--- config.mk ---
export PLATFORM = sky130hd
export DESIGN_NAME = multicycle_controller
export DESIGN_NICKNAME = d
export VERILOG_FILES = /design/src/rtl/multicycle_controller.sv
export SDC_FILE = /design/constraint.sdc
export NUM_CORES = 1
export LEC_CHECK = 0
export CELL_PAD_IN_SITES_DETAIL_PLACEMENT = 1
export CELL_PAD_IN_SITES_GLOBAL_PLACEMENT = 2
export CORE_MARGIN = 5
export CORE_UTILIZATION = 21
export CTS_BUF_LIST = sky130_fd_sc_hd__clkbuf_2
export CTS_CLUSTER_DIAMETER = 120
export DETAILED_ROUTE_END_ITERATION = 10
export PLACE_DENSITY_LB_ADDON = 0.1
export REMOVE_ABC_BUFFERS = 1
export SYNTH_ARGS = -nofsm -noshare
export SYNTH_HDL_FRONTEND = slang
export SYNTH_SLANG_ARGS = --single-unit
--- constraint.sdc ---
create_clock -name clk -period 2.9 [get_ports clk]
set_input_delay 0.725 -clock clk [delete_from_list [all_inputs] [get_ports clk]]
set_output_delay 0.725 -clock clk [all_outputs]
set_load 0.02 [all_outputs]
--- src/rtl/multicycle_controller.sv ---
// Multicycle RISC-V style control FSM: sequences fetch, decode, memory, ALU and branch steps.
// The state is registered; controls are decoded from it and forced idle while rst_n is low.
module multicycle_controller #(
    parameter bit TRAP_ON_ILLEGAL = 1'b1
) (
    input  logic       clk,
    input  logic       rst_n,
    input  logic [6:0] opcode,
    input  logic       zero,
    input  logic       mem_ready,
    output logic       mem_req,
    output logic       mem_write,
    output logic       adr_src,
    output logic       ir_write,
    output logic       pc_write,
    output logic       reg_write,
    output logic [1:0] alu_src_a,
    output logic [1:0] alu_src_b,
    output logic [1:0] alu_op,
    output logic [1:0] result_src,
    output logic [1:0] imm_src,
    output logic       retired,
    output logic       illegal_instr,
    output logic [3:0] state
);

    typedef enum logic [3:0] {
        S_FETCH    = 4'd0,
        S_DECODE   = 4'd1,
        S_MEMADR   = 4'd2,
        S_MEMREAD  = 4'd3,
        S_MEMWB    = 4'd4,
        S_MEMWRITE = 4'd5,
        S_EXECR    = 4'd6,
        S_EXECI    = 4'd7,
        S_ALUWB    = 4'd8,
        S_BEQ      = 4'd9,
        S_JAL      = 4'd10,
        S_TRAP     = 4'd11
    } state_t;

    localparam logic [6:0] OP_LW  = 7'b0000011;
    localparam logic [6:0] OP_SW  = 7'b0100011;
    localparam logic [6:0] OP_R   = 7'b0110011;
    localparam logic [6:0] OP_I   = 7'b0010011;
    localparam logic [6:0] OP_BEQ = 7'b1100011;
    localparam logic [6:0] OP_JAL = 7'b1101111;

    state_t r_state;
    state_t w_next;
    logic   w_legal;

    assign w_legal = (opcode == OP_LW) || (opcode == OP_SW) || (opcode == OP_R) ||
                     (opcode == OP_I) || (opcode == OP_BEQ) || (opcode == OP_JAL);

    always_comb begin
        w_next = r_state;
        case (r_state)
            S_FETCH:    if (mem_ready) w_next = S_DECODE;
            S_DECODE: begin
                case (opcode)
                    OP_LW, OP_SW: w_next = S_MEMADR;
                    OP_R:         w_next = S_EXECR;
                    OP_I:         w_next = S_EXECI;
                    OP_BEQ:       w_next = S_BEQ;
                    OP_JAL:       w_next = S_JAL;
                    default:      w_next = TRAP_ON_ILLEGAL ? S_TRAP : S_FETCH;
                endcase
            end
            S_MEMADR:   w_next = (opcode == OP_LW) ? S_MEMREAD : S_MEMWRITE;
            S_MEMREAD:  if (mem_ready) w_next = S_MEMWB;
            S_MEMWB:    w_next = S_FETCH;
            S_MEMWRITE: if (mem_ready) w_next = S_FETCH;
            S_EXECR:    w_next = S_ALUWB;
            S_EXECI:    w_next = S_ALUWB;
            S_ALUWB:    w_next = S_FETCH;
            S_BEQ:      w_next = S_FETCH;
            S_JAL:      w_next = S_ALUWB;
            S_TRAP:     w_next = S_TRAP;
            default:    w_next = S_FETCH;
        endcase
    end

    always_ff @(posedge clk or negedge rst_n) begin
        if (!rst_n) r_state <= S_FETCH;
        else        r_state <= w_next;
    end

    // Controls are combinational from the registered state so the first fetch is visible as soon as reset lifts.
    always_comb begin
        mem_req       = 1'b0;
        mem_write     = 1'b0;
        adr_src       = 1'b0;
        ir_write      = 1'b0;
        pc_write      = 1'b0;
        reg_write     = 1'b0;
        alu_src_a     = 2'b00;
        alu_src_b     = 2'b00;
        alu_op        = 2'b00;
        result_src    = 2'b00;
        retired       = 1'b0;
        illegal_instr = 1'b0;
        case (r_state)
            S_FETCH: begin
                mem_req    = 1'b1;
                alu_src_b  = 2'b10;
                result_src = 2'b10;
                ir_write   = mem_ready;
                pc_write   = mem_ready;
            end
            S_DECODE: begin
                alu_src_a = 2'b01;
                alu_src_b = 2'b01;
                retired   = !TRAP_ON_ILLEGAL && !w_legal;
            end
            S_MEMADR: begin
                alu_src_a = 2'b10;
                alu_src_b = 2'b01;
            end
            S_MEMREAD: begin
                mem_req = 1'b1;
                adr_src = 1'b1;
            end
            S_MEMWB: begin
                result_src = 2'b01;
                reg_write  = 1'b1;
                retired    = 1'b1;
            end
            S_MEMWRITE: begin
                mem_req   = 1'b1;
                mem_write = 1'b1;
                adr_src   = 1'b1;
                retired   = mem_ready;
            end
            S_EXECR: begin
                alu_src_a = 2'b10;
                alu_op    = 2'b10;
            end
            S_EXECI: begin
                alu_src_a = 2'b10;
                alu_src_b = 2'b01;
                alu_op    = 2'b10;
            end
            S_ALUWB: begin
                reg_write = 1'b1;
                retired   = 1'b1;
            end
            S_BEQ: begin
                alu_src_a = 2'b10;
                alu_op    = 2'b01;
                pc_write  = zero;
                retired   = 1'b1;
            end
            S_JAL: begin
                alu_src_a = 2'b01;
                alu_src_b = 2'b10;
                pc_write  = 1'b1;
            end
            S_TRAP:  illegal_instr = 1'b1;
            default: ;
        endcase
        if (!rst_n) begin
            mem_req       = 1'b0;
            mem_write     = 1'b0;
            ir_write      = 1'b0;
            pc_write      = 1'b0;
            reg_write     = 1'b0;
            retired       = 1'b0;
            illegal_instr = 1'b0;
        end
    end

    always_comb begin
        case (opcode)
            OP_SW:   imm_src = 2'b01;
            OP_BEQ:  imm_src = 2'b10;
            OP_JAL:  imm_src = 2'b11;
            default: imm_src = 2'b00;
        endcase
    end

    assign state = r_state;

endmodule

==> impl_metrics.tcl, run 1 <==
set metrics [dict create \
    whs_ns 0.764 \
    ctsHoldBuffers 0 \
    crit_path_max_fanout 2 \
    synth_cell_types 35 \
    grt_max_degree 20 \
    grt_pass1_wl_um 3910 \
    crit_type "primary input to output port" \
    cp_cell_sequence "clkdlybuf4s50_1, nand4b_1, or2_2, a21oi_1, dlygate4sd2_1" \
    grt_usage 0.123 \
    slew_violations 0 \
    max_freq_mhz 356 \
    vias_per_cell 4.99 \
    place.gp.congestion 0.748 \
    layout-drive-gt1-share 0.198 \
    relSlewSlack 0.755 \
    worst_clock_skew_ns 0.0102 \
    clock_sinks 4 \
    max-vdd-ir-drop_uv 461 \
    start_util 0.216 \
    yosysSeqAreaShare 0.169 \
    gr-usage-met2 0.224 \
    netlist_area_um2 591 \
    met1_usage 0.131 \
    first_global_vias 836 \
    drt-total-wl_um 2360 \
    first_iter_violations 28 \
    die-area_um2 3970 \
    status "finished clean" \
    critPathMaxStageDelay_ns 0.42 \
    grt_antenna_before_repair 0 \
    ant_nets 0 \
    power.leakage_nw 0.438 \
    die_h_um 63.0 \
    drtPass1Iterations 4 \
    cts_buffer_depth 2 \
    critPathRequiredTime_ns 2.17 \
    clk_latency_ns 0.22 \
    arrival_ns 2.09 \
    largest_register_ffs 4 \
    syn-instance-count 87 \
    min_path_type "primary input to async pin" \
    avgSynthCellArea_um2 6.79 \
    grtUsageMet3 0.0198 \
    core_um2 2730 \
    startpoint_type "primary input" \
    setup_violations 0 \
    portBuffers 32 \
    synth_warnings 0 \
    drc 0 \
    post_cts_resized 5 \
    tightest_slew_ns 0.367 \
    ctsRootBufferMaster "clkbuf_2" \
    rsz0062_at_grt "false" \
    synth-seq-cells 4 \
    avgRoutedWirePerCell_um 14.6 \
    n_antenna_cell 0 \
    power.density_cell_area_nw_per_um2 1000 \
    cap_violations 0 \
    top_usage_layer "met2" \
    rows 19 \
    cts_tree "done" \
    post-route-util 0.383 \
    fin_nets 144 \
    fin_crit_ns 2.81 \
    dp_hpwl_um 1870 \
    die_x_um 63.0 \
    syn2layout_area_growth_pct 77.1 \
    hold_viol_final 0 \
    pin_count 33 \
    num_vias 808 \
    cts_buffers 3 \
    postCtsSetupBuffers 0 \
    globalRouteOverflowTotal 0 \
    slowest_stage "clkdlybuf4s50_1" \
    cp-end-kind "output port" \
    cts.clk_slew.worst_paths_ns 0.06 \
    cts.htree.levels 1 \
    period_share 0.969 \
]
-- power by group --
part | switching (mW) | internal [mW]
Combinational | 0.468 | 0.391
Sequential | 0.0525 | 0.0820
Clock | 0.0267 | 0.0279
-- final timing paths --
| check | to | slack (ns) | startpoint | cells past startpoint |
|---|---|---|---|---|
| worst max register to register | state[0] | 1.46 | state[2] | 5 |
| worst max-delay path | imm_src[1] | 0.09 | opcode[4] | 5 |
| max in group asynchronous | state[1] | 2.02 | rst_n | 2 |
| worst min-delay path | state[2] | 0.76 | rst_n | 2 |
| worst min register to register | state[0] | 0.85 | state[0] | 3 |
| min in group clk | state[0] | 0.85 | state[0] | 3 |
-- metal layers --
layer,part of all wire,wire length [µm]
met1,0.41,965
met2,0.53,1260
met4,0.011,27
met5,0,0
met3,0.049,116
-- layout by cell type (no fill, tap or decap), drive strengths merged --
master	n
nor3b	2
nand2	6
dfrtp	4
or4	1
nand3b	1
dlygate4sd2	5
o21ai	3
or2	3
o22ai	2
a22oi	2
and3	2
nor4	1
or3	1
xor2	1
xnor2	2
o211ai	1
nand4b	1
clkbuf	3
nor2b	2
a32oi	1
o31ai	1
a21o	1
and2	1
a32o	1
a41oi	1
inv	4
mux2	1
clkdlybuf4s50	27
mux2i	1
nand2b	4
buf	15
nor3	5
nand3	2
o41ai	2
a21oi	8
nor2	13
-- worst max-delay path: cells and delay by family --
family / cells / cell delay [ns]
buffers and inverters: 2 / 0.76
and+or+nand+nor: 2 / 0.49
AOI/OAI and AO/OA: 1 / 0.11
-- cell type report --
class / count / area, µm²
multi-input combinational: 73 / 450
clock buffer: 3 / 15.0
timing repair buffer: 47 / 427
tap: 31 / 38.8
sequential: 4 / 100
inverter: 4 / 15.0
fill: 355 / 1690
-- logic make-up (layout without fill, tap and decap cells) --
| group | after synthesis | in the layout | share of synthesized area |
|---|---|---|---|
| buffers and inverters | 10 | 54 | 0.0678 |
| multiplexers | 2 | 2 | 0.0360 |
| AO/OA/AOI/OAI | 23 | 23 | 0.273 |
| XOR/XNOR | 3 | 3 | 0.0445 |
| AND/OR/NAND/NOR | 45 | 45 | 0.409 |
| flip-flops | 4 | 4 | 0.169 |
-- cells in the mapped netlist --
cell,count,share of area
o41ai_1,2,0.030
a41oi_2,1,0.028
nand2b_1,4,0.042
nand3b_1,1,0.013
o22ai_1,2,0.021
a21oi_1,8,0.068
or4_4,1,0.019
mux2i_1,1,0.017
and3_1,2,0.021
nor2b_1,2,0.021
or3_4,1,0.019
clkbuf_1,4,0.025
a22oi_1,2,0.025
nor2_1,13,0.083
nand3_1,2,0.017
mux2_2,1,0.019
inv_1,4,0.025
nand2_1,6,0.038
xor2_1,1,0.015
nand4b_1,1,0.015
nor4_1,1,0.011
xnor2_1,2,0.030
a32o_1,1,0.017
o21ai_2,1,0.015
and2_1,1,0.011
dfrtp_1,4,0.17
a32oi_1,1,0.015
a21o_1,1,0.013
nor3b_1,2,0.025
o31ai_1,1,0.013
o211ai_1,1,0.013
or2_2,3,0.032
o21ai_0,2,0.017
nor3_1,5,0.042
buf_2,2,0.017
-- through the flow --
stage	std cells	instance area, µm²	setup TNS (ns)	setup WS (ns)	total power [mW]
floorplan	81	566	0	0.362	0.603
global placement	159	1040	-0.652	-0.183	1.01
detailed placement	159	1040	-0.733	-0.201	1.01
CTS	162	1050	0	0.0716	1.06
global route	162	1050	0	0.0291	1.14
finish	162	1050	0	0.0890	1.05
No activity file was read; power rests on OpenSTA's default activity.
==> run 2, diff against run 1 <==
--- a/config.mk
+++ b/config.mk
@@ -5,10 +5,12 @@
 export SDC_FILE = /design/constraint.sdc
 export NUM_CORES = 1
 export LEC_CHECK = 0
+export ABC_AREA = 1
+export CAP_MARGIN = 0
 export CELL_PAD_IN_SITES_DETAIL_PLACEMENT = 1
 export CELL_PAD_IN_SITES_GLOBAL_PLACEMENT = 2
 export CORE_MARGIN = 5
-export CORE_UTILIZATION = 21
+export CORE_UTILIZATION = 18
 export CTS_BUF_LIST = sky130_fd_sc_hd__clkbuf_2
 export CTS_CLUSTER_DIAMETER = 120
 export DETAILED_ROUTE_END_ITERATION = 10
@@ -17,3 +19,4 @@
 export SYNTH_ARGS = -nofsm -noshare
 export SYNTH_HDL_FRONTEND = slang
 export SYNTH_SLANG_ARGS = --single-unit
+export TNS_END_PERCENT = 1
==> impl_metrics.tcl, run 2 <==
set metrics [dict create \
    status "finished clean" \
    cts.clk_slew.worst_paths_ns 0.05 \
    cts_tree "done" \
    total_power_mw 0.830 \
    grt_max_degree 10 \
    r2r_slack_ns 1.61 \
    synth_common_cells "nand2_1 (25), nor2_1 (17), inv_1 (16), nor2_2 (9), nand3_1 (8)" \
    relSlewSlack 0.786 \
    power.leakage_nw 0.556 \
    first_global_vias 843 \
    yosysSeqAreaShare 0.181 \
    ys.flop_type "dfrtp_1" \
    cap_violations 0 \
    startpoint_type "primary input" \
    drtPass1Iterations 4 \
    period_share 0.975 \
    layout-drive-gt1-share 0.230 \
    vias_per_cell 4.20 \
    slew_violations 0 \
    final_cell_mix "clkdlybuf4s50_1 (28), nand2_1 (25), nor2_1 (17)" \
    fin_area_um2 1000 \
    fin_crit_ns 2.83 \
    synth-seq-cells 4 \
    regArea_um2 100 \
    dp_hpwl_um 1850 \
    top_layer "met4" \
    p_clk_frac 0.061 \
    cpMostUsedCell "clkdlybuf4s50_1" \
    critPathMaxStageDelay_ns 0.63 \
    num_vias 761 \
    first_iter_violations 10 \
    clock_sinks 4 \
    reg2reg_to "state[2]" \
    rows 20 \
    multi_input_area_um2 355 \
    cts_buffers 3 \
    syn-instance-count 103 \
    wl_met3_um 120 \
    pin_count 33 \
    syn2layout_area_growth_pct 81.4 \
    clk_latency_ns 0.20 \
    synthArstFlopShare 1.00 \
    fillerInstances 416 \
    r2r-start "state[3]" \
    ctsRootBufferMaster "clkbuf_2" \
    worst_clock_skew_ns 0.000775 \
    netlist_area_um2 553 \
    synthTopCellsByArea "dfrtp_1 (18%), nand2_1 (17%), nor2_1 (12%)" \
    core_um2 3000 \
    grt_antenna_before_repair 0 \
    avgSynthCellArea_um2 5.37 \
    crit_start "rst_n" \
    die-area_um2 4280 \
    synth-edff-count 0 \
    die_x_um 65.4 \
    cp-endpoint "illegal_instr" \
    slowest_stage "clkdlybuf4s50_1" \
    rsz0062_at_grt "false" \
    switching_power_mw 0.442 \
    synth_largest_area_cell "dfrtp_1" \
    avgRoutedWirePerCell_um 11.4 \
    die_h_um 65.4 \
    pre_cts_ws_ns -0.107 \
    arrival_ns 2.10 \
    fin_ws_ns 0.0721 \
    path_depth 4 \
    cp_cell_sequence "clkdlybuf4s50_1, inv_1, nor3_1, clkdlybuf4s50_1" \
    synth_cell_types 17 \
    reg2regPathDepth 6 \
    synth_most_common_cell "nand2_1" \
    globalRouteOverflowTotal 0 \
    power_frac_comb 0.795 \
    wl_met1_um 857 \
    critPathRequiredTime_ns 2.17 \
    power.density_cell_area_nw_per_um2 827 \
    cp_num_buf_inv 3 \
    largest_register_ffs 4 \
    cts.htree.levels 1 \
    drt-total-wl_um 2070 \
    max_freq_mhz 354 \
    grt_pass1_wl_um 3510 \
    seq_power_share 0.144 \
    max-vdd-ir-drop_uv 137 \
    portBuffers 32 \
    cp_top_family "buffers and inverters" \
    postPlaceCellArea_um2 986 \
    final_common_cell "clkdlybuf4s50_1" \
    ant_nets 0 \
    cp-end-kind "output port" \
    crit_path_max_fanout 4 \
    postCtsSetupBuffers 0 \
    fin_nets 161 \
    grt_usage 0.107 \
    crit_type "primary input to output port" \
    hold_viol_final 0 \
    min_path_type "register to register" \
    fin_setup_tns_ns 0 \
    place.gp.congestion 0.779 \
    start_util 0.184 \
    synth_top_area_frac 0.181 \
    drc 0 \
    cts_buffer_depth 2 \
    synth_warnings 0 \
    switching_share 0.533 \
    tightest_slew_ns 0.321 \
    n_antenna_cell 0 \
    setup_violations 0 \
    ctsHoldBuffers 0 \
    p_int_mw 0.388 \
    route.met2.wl_um 1060 \
]
[run 2: cell count changes after synthesis, moves of 6 or more]
cell     before  now
nand2_1       6   25
inv_1         4   16
nor2_2        0    9
inv_2         0    7
a21oi_1       8    2
nand3_1       2    8
[run 2: area by class of cell]
| cell class | instances | share of cell area |
|---|---|---|
| timing repair buffer | 43 | 0.404 |
| multi-input combinational | 75 | 0.354 |
| sequential | 4 | 0.0998 |
| inverter | 23 | 0.0860 |
| tap | 33 | 0.0411 |
| clock buffer | 3 | 0.0150 |
[run 2: repair_timing]
action | in CTS | in global routing
endpoints found under the hold margin | 0 | 0
gates cloned | 0 | 0
setup endpoints to repair | 2 | 2
resized for setup | 2 | 2
[run 2: metrics by stage]
stage,hold slack [ns],instances,utilization
floorplan,0.429,102,-
global route,0.689,181,0.334
finish,0.646,181,0.334
detailed placement,0.641,178,0.328
global placement,0.638,178,0.328
CTS,0.651,181,0.333
[run 2: power groups by stage]
stage | Clock (mW) | Sequential [mW] | Combinational, mW
2_1_floorplan | 0 | 0.138 | 0.356
3_5_place_dp | 0 | 0.121 | 0.672
4_1_cts | 0.0536 | 0.121 | 0.676
6_report | 0.0507 | 0.120 | 0.660
3_3_place_gp | 0 | 0.122 | 0.666
5_1_grt | 0.0570 | 0.127 | 0.725
[run 2: how the worst min path moves through the flow]
| stage | from | to | slack [ns] | cells after the start |
|---|---|---|---|---|
| after global routing | state[2] | state[2] | 0.69 | 2 |
| after global placement | state[2] | state[2] | 0.64 | 2 |
| final | state[2] | state[2] | 0.65 | 2 |
| after floorplan | rst_n | state[0] | 0.43 | 0 |
| after CTS | state[2] | state[2] | 0.65 | 2 |
| after detailed placement | state[2] | state[2] | 0.64 | 2 |
[run 2: logic make-up (layout without fill, tap and decap cells)]
group	count (synthesis)	after routing	synth area share
buf+inv	24	69	0.176
flops	4	4	0.181
compound gates	10	10	0.106
simple gates	65	65	0.536
[run 2: layer usage]
layer | track usage | vias up
met3 | 0.0154 | 2
met4 | 0.0544 | 0
met5 | 0 | -
met2 | 0.196 | 24
met1 | 0.118 | 329
li1 | - | 406
[run 2: worst register-to-register path: cells and delay by family (launching register included)]
kind | cells | cell delay, ns
flops | 1 | 0.42
simple gates | 4 | 0.62
compound gates | 2 | 0.14
